File: src/rtl/uart_transmitter.sv
// ---------------------------------------------------------------------------
// uart_transmitter
//
// Sends one byte per request on a UART line. Each frame is one start bit
// (0), eight data bits LSB first, one parity bit and one stop bit (1). Each
// bit lasts FULL_buad+1 clocks. The parameters follow the same convention as
// uart_receiver, so both ends of a link can share one setting.
//
// Parameters
//   FULL_buad   clocks per bit minus 1 (5207 -> 9600 baud at 50 MHz)
//   PARITY_ODD  0 = even parity, 1 = odd parity
//
// Ports
//   i_clk      system clock, rising-edge active
//   i_reset_n  asynchronous active-low reset
//   i_8_data   byte to send, sampled only on the accepting edge
//   i_send     send request, taken only while o_ready is high
//   o_ready    high while idle (decoded from the state register)
//   o_tx       registered serial output, idles high
//   o_done     one-cycle pulse when the stop bit completes
// ---------------------------------------------------------------------------
module uart_transmitter #(
    parameter int unsigned FULL_buad  = 5207,
    parameter bit          PARITY_ODD = 1'b0
) (
    input  logic       i_clk,
    input  logic       i_reset_n,
    input  logic [7:0] i_8_data,
    input  logic       i_send,
    output logic       o_ready,
    output logic       o_tx,
    output logic       o_done
);

    // A FULL_buad of 0 still needs a 1-bit counter.
    localparam int unsigned       BAUD_W   = (FULL_buad > 0) ? $clog2(FULL_buad + 1) : 1;
    localparam logic [BAUD_W-1:0] BAUD_MAX = BAUD_W'(FULL_buad);

    typedef enum logic [2:0] {
        IDLE   = 3'd0,
        START  = 3'd1,
        DATA   = 3'd2,
        PARITY = 3'd3,
        STOP   = 3'd4
    } state_t;

    state_t            state_q, state_d;
    logic [BAUD_W-1:0] baud_q, baud_d;
    logic [2:0]        bit_q, bit_d;
    logic [7:0]        shift_q, shift_d;
    logic              parity_q, parity_d;
    logic              tx_q, tx_d;
    logic              done_q, done_d;

    logic accept;
    logic bit_end;

    assign accept  = i_send && (state_q == IDLE);
    assign bit_end = (state_q != IDLE) && (baud_q == BAUD_MAX);

    // State register and datapath registers.
    always_ff @(posedge i_clk or negedge i_reset_n) begin
        if (!i_reset_n) begin
            state_q  <= IDLE;
            baud_q   <= '0;
            bit_q    <= '0;
            shift_q  <= '0;
            parity_q <= 1'b0;
            tx_q     <= 1'b1;
            done_q   <= 1'b0;
        end else begin
            state_q  <= state_d;
            baud_q   <= baud_d;
            bit_q    <= bit_d;
            shift_q  <= shift_d;
            parity_q <= parity_d;
            tx_q     <= tx_d;
            done_q   <= done_d;
        end
    end

    // Next-state logic.
    always_comb begin
        state_d = state_q;
        case (state_q)
            IDLE:    if (accept)                     state_d = START;
            START:   if (bit_end)                    state_d = DATA;
            DATA:    if (bit_end && (bit_q == 3'd7)) state_d = PARITY;
            PARITY:  if (bit_end)                    state_d = STOP;
            STOP:    if (bit_end)                    state_d = IDLE;
            default:                                 state_d = IDLE;
        endcase
    end

    // Output and datapath next values. o_tx is registered, so the value
    // chosen here appears on the line from the same edge the state changes.
    always_comb begin
        baud_d   = baud_q;
        bit_d    = bit_q;
        shift_d  = shift_q;
        parity_d = parity_q;
        tx_d     = tx_q;
        done_d   = 1'b0;

        if (state_q != IDLE) begin
            baud_d = bit_end ? '0 : baud_q + 1'b1;
        end

        case (state_q)
            IDLE: begin
                baud_d = '0;
                tx_d   = 1'b1;
                if (accept) begin
                    shift_d  = i_8_data;
                    parity_d = (^i_8_data) ^ PARITY_ODD;
                    bit_d    = 3'd0;
                    tx_d     = 1'b0;
                end
            end
            START: begin
                if (bit_end) begin
                    tx_d  = shift_q[0];
                    bit_d = 3'd0;
                end
            end
            DATA: begin
                if (bit_end) begin
                    if (bit_q == 3'd7) begin
                        tx_d = parity_q;
                    end else begin
                        // shift_q[1] is the bit that becomes the LSB after the shift.
                        shift_d = {1'b0, shift_q[7:1]};
                        tx_d    = shift_q[1];
                        bit_d   = bit_q + 3'd1;
                    end
                end
            end
            PARITY: begin
                if (bit_end) tx_d = 1'b1;
            end
            STOP: begin
                tx_d = 1'b1;
                if (bit_end) done_d = 1'b1;
            end
            default: begin
                tx_d = 1'b1;
            end
        endcase
    end

    assign o_ready = (state_q == IDLE);
    assign o_tx    = tx_q;
    assign o_done  = done_q;

endmodule

File: config.mk
export PLATFORM = sky130hd
export DESIGN_NAME = uart_transmitter
export DESIGN_NICKNAME = d
export VERILOG_FILES = /design/src/rtl/uart_transmitter.sv
export SDC_FILE = /design/constraint.sdc
export NUM_CORES = 1
export LEC_CHECK = 0
export CAP_MARGIN = 10
export CELL_PAD_IN_SITES_DETAIL_PLACEMENT = 0
export CELL_PAD_IN_SITES_GLOBAL_PLACEMENT = 2
export CORE_AREA = 4 4 69 71
export DETAILED_ROUTE_END_ITERATION = 8
export DIE_AREA = 0 0 73 75
export HOLD_SLACK_MARGIN = 0.05
export PLACE_DENSITY_LB_ADDON = 0.25
export SYNTH_ARGS = -nofsm -noshare
export SYNTH_HDL_FRONTEND = slang
export SYNTH_SLANG_ARGS = --single-unit
File: constraint.sdc
create_clock -name i_clk -period 4.24 [get_ports i_clk]
set_input_delay 1.06 -clock i_clk [delete_from_list [all_inputs] [get_ports i_clk]]
set_output_delay 1.06 -clock i_clk [all_outputs]
set_load 0.02 [all_outputs]
; Word level (Yosys, flattened, before mapping)
; Index checks and enable logic that the tools add are counted.
[classes]
n_addsub = 2
n_mux = 25
n_eq_ne = 13
n_reduce_logical = 14
[op_table]
columns = op, n
row1 = two-way mux 13 bit, 3
row2 = two-way mux 3 bit, 8
row3 = two-way mux 8 bit, 3
row4 = case mux 8 bit (2 select lines), 1
row5 = case mux 3 bit (5 select lines), 1
row6 = "adder 13 x 1 -> 13 bit, second input constant", 1
row7 = "equality test 13 bit, second input constant", 1
row8 = "!= test 2 bit, second input constant", 6
row9 = AND reduction 5 bit, 2
row10 = case mux 3 bit (3 select lines), 1
row11 = XOR reduction 8 bit, 1
row12 = two-way mux 1 bit, 7
row13 = "equality test 3 x 2 -> 1 bit, second input constant", 2
row14 = "equality test 3 bit, second input constant", 2
row15 = nonzero test 3 bit, 2
row16 = case mux 1 bit (4 select lines), 1
row17 = AND reduction 4 bit, 1
row18 = nonzero test 2 bit, 2
row19 = "adder 3 x 1 -> 3 bit, second input constant", 1
row20 = "equality test 3 x 1 -> 1 bit, second input constant", 1
row21 = logical AND 1 bit, 3
row22 = zero test 3 bit, 1
row23 = AND reduction 3 bit, 1
row24 = "!= test 2 x 1 -> 1 bit, second input constant", 1
row25 = AND reduction 2 bit, 1
[totals]
output_inout_bits = 3
elab_cells = 61
input_bits = 11
register_bits = 30

; Longest topological paths before layout
[depth]
ltp_word = 5
mapped_depth = 7
depth_no_buf = 6

; Worst setup path before layout
; OpenSTA, ideal clock, no wires.
[synth_path]
kind = flip-flop to output port
startpoint = register state_q[0]
endpoint = output o_ready
t_required_ns = 3.180
path_buffers = 1
slack_ns = 2.057
path_stages_with_launch = 3
arrival_time_ns = 1.123
path_cell_list = dfrtp_1 clkbuf_1 nor3_1
[synth_between]
elab_chain_len = 1
[synth_lines]
columns = element, line_no
row1 = from (decl), 47  ; state_t state_q, state_d;
row2 = from (signal assigned), 72  ; state_q <= state_d;
row3 = zero test 3 bit, 151  ; assign o_ready = (state_q == IDLE);
row4 = to (decl), 30  ; output logic o_ready,
; Every way passes these cells.

; Final worst setup path
[layout_path]
startpoint = register state_q[1]
endpoint = output o_ready
; Same word-level chain as after synthesis.

==> summary.md <==
| Metric | Value |
|---|---|
| DP Wirelength | 2.13 mm |
| Vias in the first global route | 1059 |
| Clk Latency, worst-skew pair | 0.28 ns |
| Syn nets | approximately 160 |
| Rel. slew slack | between 60% and 70% |
| Final #Nets | ~180 |
| Maximum capacitance violations | 0 |
| Final instance area | 1880 um2 |
| Reg2Reg Depth | 5 |
| Largest net degree at the start of global routing | 31 |
| Hold_buf cts | 0 |
| Placer's final routability congestion estimate | 0.739 |
| Worst clock skew | 0.00668 ns |
| Setup violators final | 0 |
| I/O Buffers | 13 |
| Status | finished clean |
| Routed WL per cell | ~14 um |
| Worst Path Arrival | around 1.8 ns |
| Clock Sinks | 30 |
| Critical path launch point type | register |
| Area growth, synth to finish | 16.1% |
| Clock root cell | clkbuf_8 |
| Post-synth ARST share | 100% |
| Yosys warnings | 0 |
| Netlist cell types | 40 |
| Most common cell after layout, fill and taps aside | dfrtp_1 |
| 1st-iter DRT viols | 65 |
| DR pass1 iterations | 4 |
| Highest metal used | met4 |
| Post_cts resized | 0 |
| Mapped Cells | 147 |
| Fin crit share | around two thirds |
| DRC Markers | 0 |
| Die Width | roughly 73 um |
| Worst-margin pin slew | around 0.46 ns |
| Top post-synthesis cells by area | dfrtp_1 45%, mux2_4 6.5%, xnor2_1 6.0% |
| Largest stage delay, worst path | between 0.6 and 0.7 ns |
| Post-Route M1 WL | about 1.5 mm |
| DR vias/cell | 5.24 |
| CP Cell Sequence | nor3_1 > clkdlybuf4s50_1 |
| Met2 routed WL | 1.39 mm |
| Post-CTS Setup Inserts | 0 |
| First-pass GRT wire length | 5.12 mm |
| Critical Path RT | ~3.2 ns |
| Io pins | 14 |
| Yosys reg bits | 30 |
| Syn Std Cell Area | 1620 um2 |
| Hold Crit Class | reg2reg |
| Flop-to-flop setup slack | 2.28 ns |
| Layout Utilization | 44.4% |
| Period minus WS final | 2.87 ns |
| Top cell type's share of synthesized area | between 40 and 50% |
| Routed vias | 1127 |
| Detail Route Antenna Nets | 0 |
| Initial antenna violation count | 0 |
| Met3 Routed Length | approximately 95 um |
| Max-slew violations | 0 |
| Setup crit end kind | primary output |
| Post-synth EDFFs | 0 |
| Mean post-synth cell area | roughly 11 um2 |
| Largest fanout on the critical path | 14 |
| Unrepaired setup endpoints after global routing | no |
| Pwr Density | about 400 nW/um2 |
| Peak supply drop | 0.258 mV |
| GR Overflow Total | 0 |
| Number of antenna diodes | 0 |
| Num CTS Buffers | 5 |
| CP Launch Point | state_q[1] |
| Leakage | 0.814 nW |
| Setup TNS | 0 ns |
| Most common flop cell mapped by yosys | dfrtp_1 |
| Die Ht | 75 um |
| Worst r2r src | baud_q[0] |
| Sequential element share of the synthesized area | 46.5% |
| Clock buffer depth | 2 |
| Clock transition at the registers of the reported paths | 0.07 ns |
| Core area | 4230 um2 |
| Area after DPL | 1790 um2 |
| Drt total wl | 3.04 mm |
| Htree depth | 2 |
| Commonest non-fill, non-tap cells in the layout | 29 x dfrtp_1, 17 x nor2_1, 13 x clkdlybuf4s50_1, 11 x xnor2_1 |
| All-Layer GR Usage | 12.5% |
| Worst R2R End | shift_q[4] |
| Fin. Hold Viols | 0 |
| Die Area | roughly 5500 um2 |
| Share of layout cells above drive strength 1 | 16.6% |
| Max frequency | 348 MHz |
| Initial Util | a little under two fifths |
| Yosys top cell by area | dfrtp_1 |
| Worst setup path end | o_ready |
| Setup CP Type | reg2out |
| # fillers | 398 |
| Max stage delay cell, worst path | clkdlybuf4s50_1 |
| CTS tree | done |
| Core Rows | 24 |
==> registers in the layout, summed over array words and instances (netlist names) <==
name,count
o_tx,1
shift_q,8
o_done,1
state_q,3
bit_q,3
baud_q,13
parity_q,1
==> report_power, final <==
group          leakage, nW  total [mW]  internal, mW  switching (mW)
Combinational        0.379       0.130        0.0711          0.0585
Sequential           0.387       0.379         0.329          0.0495
Clock               0.0482       0.236         0.131           0.106
Total                0.814       0.745         0.531           0.214
==> metrics by stage <==
step | total power, mW | worst slack [ns] | cells | hold slack, ns
4_1_cts | 0.755 | 1.36 | 215 | 0.494
5_1_grt | 0.790 | 1.25 | 215 | 0.527
3_5_place_dp | 0.516 | 1.59 | 207 | 0.477
6_report | 0.745 | 1.37 | 215 | 0.495
2_1_floorplan | 0.468 | 2.06 | 147 | 0.448
3_3_place_gp | 0.510 | 1.61 | 207 | 0.471
==> worst min path at each step <==
stage               start          to  slack (ns)  cells past startpoint
2_1_floorplan   baud_q[0]   baud_q[0]        0.45                      1
3_3_place_gp    baud_q[0]   baud_q[0]        0.47                      1
3_5_place_dp    baud_q[0]   baud_q[0]        0.48                      1
4_1_cts         baud_q[0]   baud_q[0]        0.49                      1
5_1_grt        shift_q[0]  shift_q[0]        0.53                      1
6_report        baud_q[0]   baud_q[0]        0.50                      1
==> worst max-delay path, delay by kind of cell, from the launching register on <==
family	cells	cell delay, ns
buffers and inverters	1	0.67
flip-flops	1	0.52
AND/OR/NAND/NOR	1	0.34
==> cells by family after synthesis <==
family / Yosys count / synth area share [%]
buffers and inverters: 7 / 2.32
XOR/XNOR: 16 / 8.66
AO/OA/AOI/OAI: 22 / 8.97
flip-flops: 30 / 46.5
adder cells (fa/ha/maj): 3 / 2.32
multiplexers: 15 / 12.0
AND/OR/NAND/NOR: 54 / 19.3
==> cells in the mapped netlist, types with 2 or more instances <==
master and instances:
dfrtp_1 29, nor2_1 17, xnor2_1 11, a21oi_1 7
mux2_2 7, mux2_4 7, nand2_1 6, o21ai_0 5
xor2_1 5, nand4_1 4, and2_1 3, buf_2 3
ha_1 3, nand3_1 3, nor2b_1 3, nor4_1 3
or3_1 3, a21o_1 2, a32o_1 2, clkbuf_1 2
nand2b_1 2, nor3_1 2
==> routing by layer <==
metal	vias to the layer above	global-route usage [%]
met5	-	0
met4	0	6.76
met3	9	3.20
met2	15	18.9
met1	543	16.5
li1	560	-
==> area by class of cell <==
type                       count  area (um2)  area share [%]
inverter                       1        3.75           0.200
timing repair buffer          14         138            7.33
tap                           52        65.1            3.46
clock buffer                   7        86.3            4.60
multi-input combinational    110         828            44.1
sequential                    30         752            40.0
clock inverter                 1        5.00           0.266
Power figures use the tool's default switching activity.
